**src/rtl/bram_reader_pkg.sv**
```systemverilog
// Shared types for the bram frame reader: FSM state encoding
// and the depth of the output skid buffer.
package bram_reader_pkg;

  typedef enum logic [1:0] {
    IDLE  = 2'd0,
    RUN   = 2'd1,
    DRAIN = 2'd2
  } state_t;

  localparam int BUF_DEPTH = 2;

endpackage

```
**src/rtl/stream_fifo2.sv**
```systemverilog
// Two-entry FIFO of {last, data} words for the frame reader.
// Ports: clk, reset (async high), push/push_data, pop, flush,
// head (oldest entry), count (0..2).
module stream_fifo2
  import bram_reader_pkg::*;
#(
  parameter int WIDTH = 9
) (
  input  logic             clk,
  input  logic             reset,
  input  logic             push,
  input  logic [WIDTH-1:0] push_data,
  input  logic             pop,
  input  logic             flush,
  output logic [WIDTH-1:0] head,
  output logic [1:0]       count
);

  logic [WIDTH-1:0] mem_q [BUF_DEPTH];
  logic             wr_q;
  logic             rd_q;
  logic [1:0]       cnt_q;

  always_ff @(posedge clk or posedge reset) begin
    if (reset) begin
      for (int i = 0; i < BUF_DEPTH; i++) begin
        mem_q[i] <= '0;
      end
      wr_q  <= 1'b0;
      rd_q  <= 1'b0;
      cnt_q <= '0;
    end else if (flush) begin
      wr_q  <= 1'b0;
      rd_q  <= 1'b0;
      cnt_q <= '0;
    end else begin
      if (push) begin
        mem_q[wr_q] <= push_data;
        wr_q        <= ~wr_q;
      end
      if (pop) begin
        rd_q <= ~rd_q;
      end
      cnt_q <= cnt_q + 2'(push) - 2'(pop);
    end
  end

  assign head  = mem_q[rd_q];
  assign count = cnt_q;

endmodule

```
**src/rtl/bram_frame_reader.sv**
```systemverilog
// Scans a 1-cycle-latency bram 0..DEPTH-1 onto a valid/ready
// stream with a last marker, buffering up to two words.
// Ports: clk, reset (async high), start, stop, busy, done,
// mem_read_addr/enable/data (bram), m_data/valid/ready/last.
// Define BRAM_FRAME_READER_LOOP_EN for continuous frames.
module bram_frame_reader
  import bram_reader_pkg::*;
#(
  parameter int DATA_WIDTH = 8,
  parameter int DEPTH      = 200,
  parameter int ADDR_WIDTH = 8
) (
  input  logic                  clk,
  input  logic                  reset,
  input  logic                  start,
  input  logic                  stop,
  output logic                  busy,
  output logic                  done,
  output logic [ADDR_WIDTH-1:0] mem_read_addr,
  output logic                  mem_read_enable,
  input  logic [DATA_WIDTH-1:0] mem_read_data,
  output logic [DATA_WIDTH-1:0] m_data,
  output logic                  m_valid,
  input  logic                  m_ready,
  output logic                  m_last
);

  localparam logic [ADDR_WIDTH-1:0] LAST_ADDR =
    ADDR_WIDTH'(DEPTH - 1);

  state_t                state_q;
  state_t                state_d;
  logic [ADDR_WIDTH-1:0] cnt_q;
  logic [ADDR_WIDTH-1:0] cnt_d;
  logic [ADDR_WIDTH-1:0] addr_q;
  logic                  infl_q;
  logic                  infl_last_q;
  logic                  issue;
  logic                  flush;
  logic                  pop;
  logic                  push;
  logic [1:0]            count;
  logic [2:0]            occ;
  logic [DATA_WIDTH:0]   head;
  logic                  head_last;

  assign pop       = m_valid & m_ready;
  assign push      = infl_q & ~flush;
  assign head_last = head[DATA_WIDTH];

  // Occupancy the buffer would reach if nothing new were issued;
  // an issue is allowed only while it leaves room for the word.
  assign occ = 3'(count) + 3'(infl_q) - 3'(pop);

  always_comb begin
    state_d = state_q;
    cnt_d   = cnt_q;
    issue   = 1'b0;
    flush   = 1'b0;
    done    = 1'b0;
    unique case (state_q)
      IDLE: begin
        if (start) begin
          state_d = RUN;
          cnt_d   = '0;
        end
      end
      RUN: begin
        if (stop) begin
          flush   = 1'b1;
          state_d = IDLE;
        end else if (occ < 3'(BUF_DEPTH)) begin
          issue = 1'b1;
          if (cnt_q == LAST_ADDR) begin
`ifdef BRAM_FRAME_READER_LOOP_EN
            cnt_d = '0;
`else
            state_d = DRAIN;
`endif
          end else begin
            cnt_d = cnt_q + 1'b1;
          end
        end
      end
      DRAIN: begin
        if (stop) begin
          flush   = 1'b1;
          state_d = IDLE;
        end else if (pop && head_last) begin
          done    = 1'b1;
          state_d = IDLE;
        end
      end
      default: state_d = IDLE;
    endcase
  end

  always_ff @(posedge clk or posedge reset) begin
    if (reset) begin
      state_q     <= IDLE;
      cnt_q       <= '0;
      addr_q      <= '0;
      infl_q      <= 1'b0;
      infl_last_q <= 1'b0;
    end else begin
      state_q     <= state_d;
      cnt_q       <= cnt_d;
      infl_q      <= issue;
      infl_last_q <= issue && (cnt_q == LAST_ADDR);
      if (issue) begin
        addr_q <= cnt_q;
      end
    end
  end

  stream_fifo2 #(
    .WIDTH(DATA_WIDTH + 1)
  ) u_fifo (
    .clk      (clk),
    .reset    (reset),
    .push     (push),
    .push_data({infl_last_q, mem_read_data}),
    .pop      (pop),
    .flush    (flush),
    .head     (head),
    .count    (count)
  );

  assign busy            = (state_q != IDLE);
  assign mem_read_enable = issue;
  assign mem_read_addr   = issue ? cnt_q : addr_q;
  assign m_valid         = (count != 2'd0);
  assign m_data          = m_valid ? head[DATA_WIDTH-1:0] : '0;
  assign m_last          = m_valid & head_last;

endmodule
```
**config.mk**
```make
export PLATFORM = sky130hd
export DESIGN_NAME = bram_frame_reader
export DESIGN_NICKNAME = d
export VERILOG_FILES = /design/src/rtl/bram_reader_pkg.sv /design/src/rtl/stream_fifo2.sv /design/src/rtl/bram_frame_reader.sv
export SDC_FILE = /design/constraint.sdc
export NUM_CORES = 1
export LEC_CHECK = 0
export BUFFER_PORTS_ARGS = -buffer_cell sky130_fd_sc_hd__buf_4
export CORE_ASPECT_RATIO = 2
export CORE_MARGIN = 2
export CORE_UTILIZATION = 32
export CTS_BUF_LIST = sky130_fd_sc_hd__clkbuf_4 sky130_fd_sc_hd__clkbuf_8
export CTS_CLUSTER_SIZE = 24
export DETAILED_ROUTE_END_ITERATION = 12
export PLACE_DENSITY = 0.6
export SLEW_MARGIN = 25
export SYNTH_ARGS = -nofsm -noshare
export SYNTH_HDL_FRONTEND = slang
export SYNTH_HIERARCHICAL = 1
export SYNTH_SLANG_ARGS = --single-unit
```
**constraint.sdc**
```tcl
create_clock -name clk -period 3.5 [get_ports clk]
set_input_delay 0.7 -clock clk [delete_from_list [all_inputs] [get_ports clk]]
set_output_delay 0.7 -clock clk [all_outputs]
set_load 0.01 [all_outputs]
```
; ---- Word-level counts from Yosys, hierarchy flattened
; Cells that the tools add are included.
; W data, S select, Z words.
[op_classes]
n_addsub = 5
mul = 0
n_div = 0
n_lt_le_gt_ge = 4
eq_ne = 10
shift = 0
mux = 33
bitwise_logic = 8
n_reduce_logical = 13
[op_table]
columns = operator, n
row1 = $mux W8, 6
row2 = $mux W9, 4
row3 = $bwmux W18, 1
row4 = $pmux W8 S2, 1
row5 = $mux W2, 7
row6 = $mux W1, 12
row7 = $reduce_bool A2 Y1, 5
row8 = $demux W9 S1, 1
row9 = $ne A3 B3 Y1 const B, 3
row10 = $add A8 B1 Y8 const B, 1
row11 = $eq A8 B8 Y1 const B, 1
row12 = $ne A2 B2 Y1 const B, 4
row13 = $pmux W2 S3, 1
row14 = $reduce_and A5 Y1, 1
row15 = $ge A2 B2 Y1 const B, 2
row16 = $not A1 Y2, 2
row17 = $reduce_and A4 Y1, 1
row18 = $add A2 B1 Y3, 1
row19 = $and A1 B1 Y1, 3
row20 = $logic_and A1 B1 Y1, 3
row21 = $lt A3 B2 Y1 const B, 1
row22 = $not A1 Y1, 3
row23 = $sub A3 B1 Y3, 1
row24 = $add A2 B1 Y2, 1
row25 = 7 further kinds, 7
[totals]
ff_bits = 42
latchBits = 0
ram_bits = 0
mem_bits_ro = 0
input_bits = 13
output_inout_bits = 21
memories = 0

; ---- Longest topological paths before layout
[depth]
word_depth = 8
ltp_mapped = 12

; ---- Modules after synthesis
; The synthesis kept the hierarchy.
[by_module_without_submodules]
columns = module, n_inst, cells_each, area_each_um2
row1 = bram_frame_reader, 1, 118, 1167.4
row2 = stream_fifo2, 1, 65, 997.2

; ---- Least setup slack after synthesis
; Ideal clock, no wire load.
[synth_path]
path_kind = input -> output
from = input m_ready
to = output mem_read_addr[1]
arrival_ns = 2.711
required_ns = 2.800
path_slack_ns = 0.089
stages = 9
cell_sequence = and2_1 > nor2b_1 > o21ai_0 > fa_1 > xnor2_1 > and4_1 > buf_6 > buf_2 > mux2_2
[synth_via]
elab_chain_len = 7
[synth_lines]
columns = item, line
row1 = from (decl), bram_frame_reader.sv:24  ; input logic m_ready,
row2 = $and A1 B1 Y1, bram_frame_reader.sv:47  ; assign pop = m_valid & m_ready;
row3 = $sub A3 B1 Y3, bram_frame_reader.sv:53  ; assign occ = 3'(count) + 3'(infl_q) - 3'(pop);
row4 = $lt A3 B2 Y1, bram_frame_reader.sv:72  ; end else if (occ < 3'(BUF_DEPTH)) begin
row5 = $mux W1, bram_frame_reader.sv:72
row6 = $mux W1, bram_frame_reader.sv:69  ; if (stop) begin
row7 = $mux W1, bram_frame_reader.sv:61  ; unique case (state_q)
row8 = net mem_read_enable, bram_frame_reader.sv:20  ; output logic mem_read_enable,
row9 = $mux W8, --
row10 = to (decl), bram_frame_reader.sv:19  ; output logic [ADDR_WIDTH-1:0] mem_read_addr,
; The timed path passes the listed nets, and every way through them passes these cells.

; ---- Final worst setup path
[layout_path]
from = register u_fifo.cnt_q[0], in the netlist u_fifo/count[0]
to = output mem_read_addr[5]
[layout_via]
elab_chain_len = 8
[layout_lines]
columns = item, line
row1 = from (decl), stream_fifo2.sv:22  ; logic [1:0] cnt_q;
row2 = from (signal assigned), stream_fifo2.sv:44  ; cnt_q <= cnt_q + 2'(push) - 2'(pop);
row3 = $reduce_bool A2 Y1, bram_frame_reader.sv:132  ; assign m_valid = (count != 2'd0);
row4 = $and A1 B1 Y1, bram_frame_reader.sv:47
row5 = net pop, bram_frame_reader.sv:40  ; logic pop;
row6 = $sub A3 B1 Y3, bram_frame_reader.sv:53
row7 = $lt A3 B2 Y1, bram_frame_reader.sv:72
row8 = $mux W1, bram_frame_reader.sv:72
row9 = $mux W1, bram_frame_reader.sv:69
row10 = $mux W1, bram_frame_reader.sv:61
row11 = $mux W8, --
; The timed path passes the listed nets, and every way through them passes these cells.

==> run metrics <==
critical path's slowest cell fa_2; Detailed Route Iter0 Violations 44; worst setup margin 0.112 ns; internal power 1.41 mW; Net Sw Power 759 uW; Worst Setup EP mem_read_addr[5]; Overall Power 2.17 mW; data required time at the worst endpoint approximately 2.8 ns; Worst Setup SP u_fifo/count[0]$_DFF_PP0_; # nets final 249; Syn Inst Count 183; commonest non-fill, non-tap cells in the layout dfrtp_1 (42), buf_4 (41), mux2_2 (27), and2_1 (12); fin crit share 96.8%; max_cap viols 0; clock power share between 10% and 20%; worst hold path class reg2reg; antenna-violating nets left 0; mean routed wirelength per cell 14.9 um; Worst slew margin 44.0%; clk slew on worst S/H paths 0.08 ns; # setup viols final 0; Startpoint Class register; TritonCTS buffer count 5; vias in the first global route 1623; Avg Cell Area, Syn 11.8 um2; CP max stage delay between 0.4 and 0.5 ns; H-tree Lvls 2; DR vias/cell 5.00; peak supply drop between 400 and 500 uV; root buffer cell clkbuf_8; WHS 0.496 ns; via count 1585; Antenna Cells 0; Max Freq 295 MHz; sequential area share after synthesis 48.6%; GRT Overall Usage 13.7%; R2R cell count 10; Pwr Density 786 mW/mm2; EDFF count, synth 0; P_leak 1.34 nW; Final Util 42.0%; chain of cells forming the critical path or2_4, and2_4, nor2b_4, o21ai_1, fa_2, and4_4, buf_12, mux2_4, buf_4; Top Ports 34; CTS sink cnt 42; CTS Hold Bufs 0; Reg-to-Reg Start u_fifo/count[0]$_DFF_PP0_; post-DP HPWL ~3200 um; clock skew between 0.002 and 0.003 ns; Netlist cell types 38; Reg2Reg Capture Point cnt_q[5]$_DFFE_PP0P_; initial antenna violation count 0; Final Critical Period 3.39 ns; die width a little over 60 um; Top delay family on crit path simple AND/OR/NAND/NOR gates; clk buf depth 2; Final GP Congestion 0.808; sequential power share 35.1%; # DRC 0; FF+latch count, synth between 40 and 50; share of layout cells above drive strength 1 42.4%; gr ovfl total 0; Worst Path Arrival 2.69 ns; Final Cell Area approximately 0.0028 mm2; switching part of the total 35.0%; RSZ-0062 raised after global routing no; CP endpoint kind output port; Non-Filler Instances 317; beginning of the worst hold path addr_q[3]$_DFF_PP0_; clk_lat worst skew 0.29 ns; crit path buf inv count 2; largest net degree at the start of global routing 23; Yosys warnings 6; Rows 42; final-report hold violation count 0; Post-DP Area 0.00253 mm2; Core ar. 0.00657 mm2; Starting Density around 33%; Synth Net Count just over 200; status completed; WP depth 9; Setup CP Type reg2out; area growth from synthesis to layout 27.5%; die footprint 0.00748 mm2; Logic pwr share 51.3%; Mapped Area ~0.0022 mm2; TNS Setup 0 ns; chip height around 120 um; Post-Route WL approximately 4700 um; first-pass GRT wire length 8070 um; post-synthesis async set-or-reset flop share 100%; commonest register cell after synthesis dfrtp_1; CTS tree done; first-pass iteration count of the detailed router 4; Max Slew Vio Count 0; most common cell after layout, fill and taps aside dfrtp_1; Critical Path Fanout Max 5; dpl cells roughly 300; Worst-Margin Slew 0.840 ns; Post-Place Worst Slack -0.0145 ns; reg2reg setup slack between 0.6 and 0.7 ns; IO Port Bufs 33
## synthesized netlist by cell type, types with 3 or more instances
master / n / area [um2]
dfrtp_1: 42 / 1050
mux2_2: 35 / 394
and2_1: 13 / 81.3
inv_1: 10 / 37.5
nand2_1: 10 / 37.5
nor2_1: 7 / 26.3
ha_1: 6 / 75.1
nand3_1: 6 / 30.0
o21ai_0: 5 / 25.0
a31oi_1: 4 / 25.0
nand4_1: 4 / 25.0
nor2b_1: 4 / 25.0
o21ai_1: 3 / 15.0
xnor2_1: 3 / 26.3
## cells by family after synthesis
logic type               Yosys count  share of synthesized area [%]
adder cells (fa/ha/maj)            7                           4.39
AND/OR/NAND/NOR                   57                           15.7
XOR/XNOR                           4                           2.25
flip-flops                        42                           48.6
buffers and inverters             15                           3.41
multiplexers                      37                           19.1
AO/OA/AOI/OAI                     21                           6.59
## per-layer routing
metal  routed length [um]  part of all wire [%]  GRT usage (%)  up-vias
li1                     -                     -              -      736
met4                   83                   1.8           5.83        0
met2                 2660                    56           25.5       46
met3                  209                   4.4           2.79        9
met1                 1770                    37           14.9      794
met5                    0                     0              0        -
## repair_timing
action,CTS,global route
gates resized for setup,15,2
setup buffers,4,1
setup endpoints to repair,8,8
hold endpoints to repair,0,0
pin swaps,3,3
cloned,2,0
## final cells by class
class | instances | area [um2]
sequential | 42 | 1050
clock buffer | 5 | 68.8
inverter | 10 | 37.5
clock inverter | 2 | 10.0
timing repair buffer | 44 | 388
multi-input combinational | 126 | 1090
fill | 646 | 3810
tap | 88 | 110
## worst min path at each step
stage / slack (ns) / depth (start not counted) / to
finish: 0.50 / 1 / addr_q[3]$_DFF_PP0_
global route: 0.51 / 1 / addr_q[3]$_DFF_PP0_
CTS: 0.50 / 1 / addr_q[3]$_DFF_PP0_
detailed placement: 0.48 / 1 / addr_q[3]$_DFF_PP0_
global placement: 0.48 / 1 / addr_q[2]$_DFF_PP0_
floorplan: 0.46 / 1 / cnt_q[7]$_DFFE_PP0P_
## power groups by stage
stage	logic (mW)	registers [mW]	clock network, mW
floorplan	0.664	0.721	0
global placement	0.916	0.769	0
detailed placement	0.930	0.775	0
CTS	1.11	0.760	0.311
global route	1.22	0.783	0.330
finish	1.11	0.761	0.296
## flip-flops by register name, indices dropped and copies added (netlist names)
name / cells
u_fifo/mem_q: 18
addr_q: 8
cnt_q: 8
state_q: 2
u_fifo/count: 2
infl_last_q: 1
infl_q: 1
u_fifo/rd_q: 1
u_fifo/wr_q: 1
Note: power is estimated with default switching activity, not from simulation.
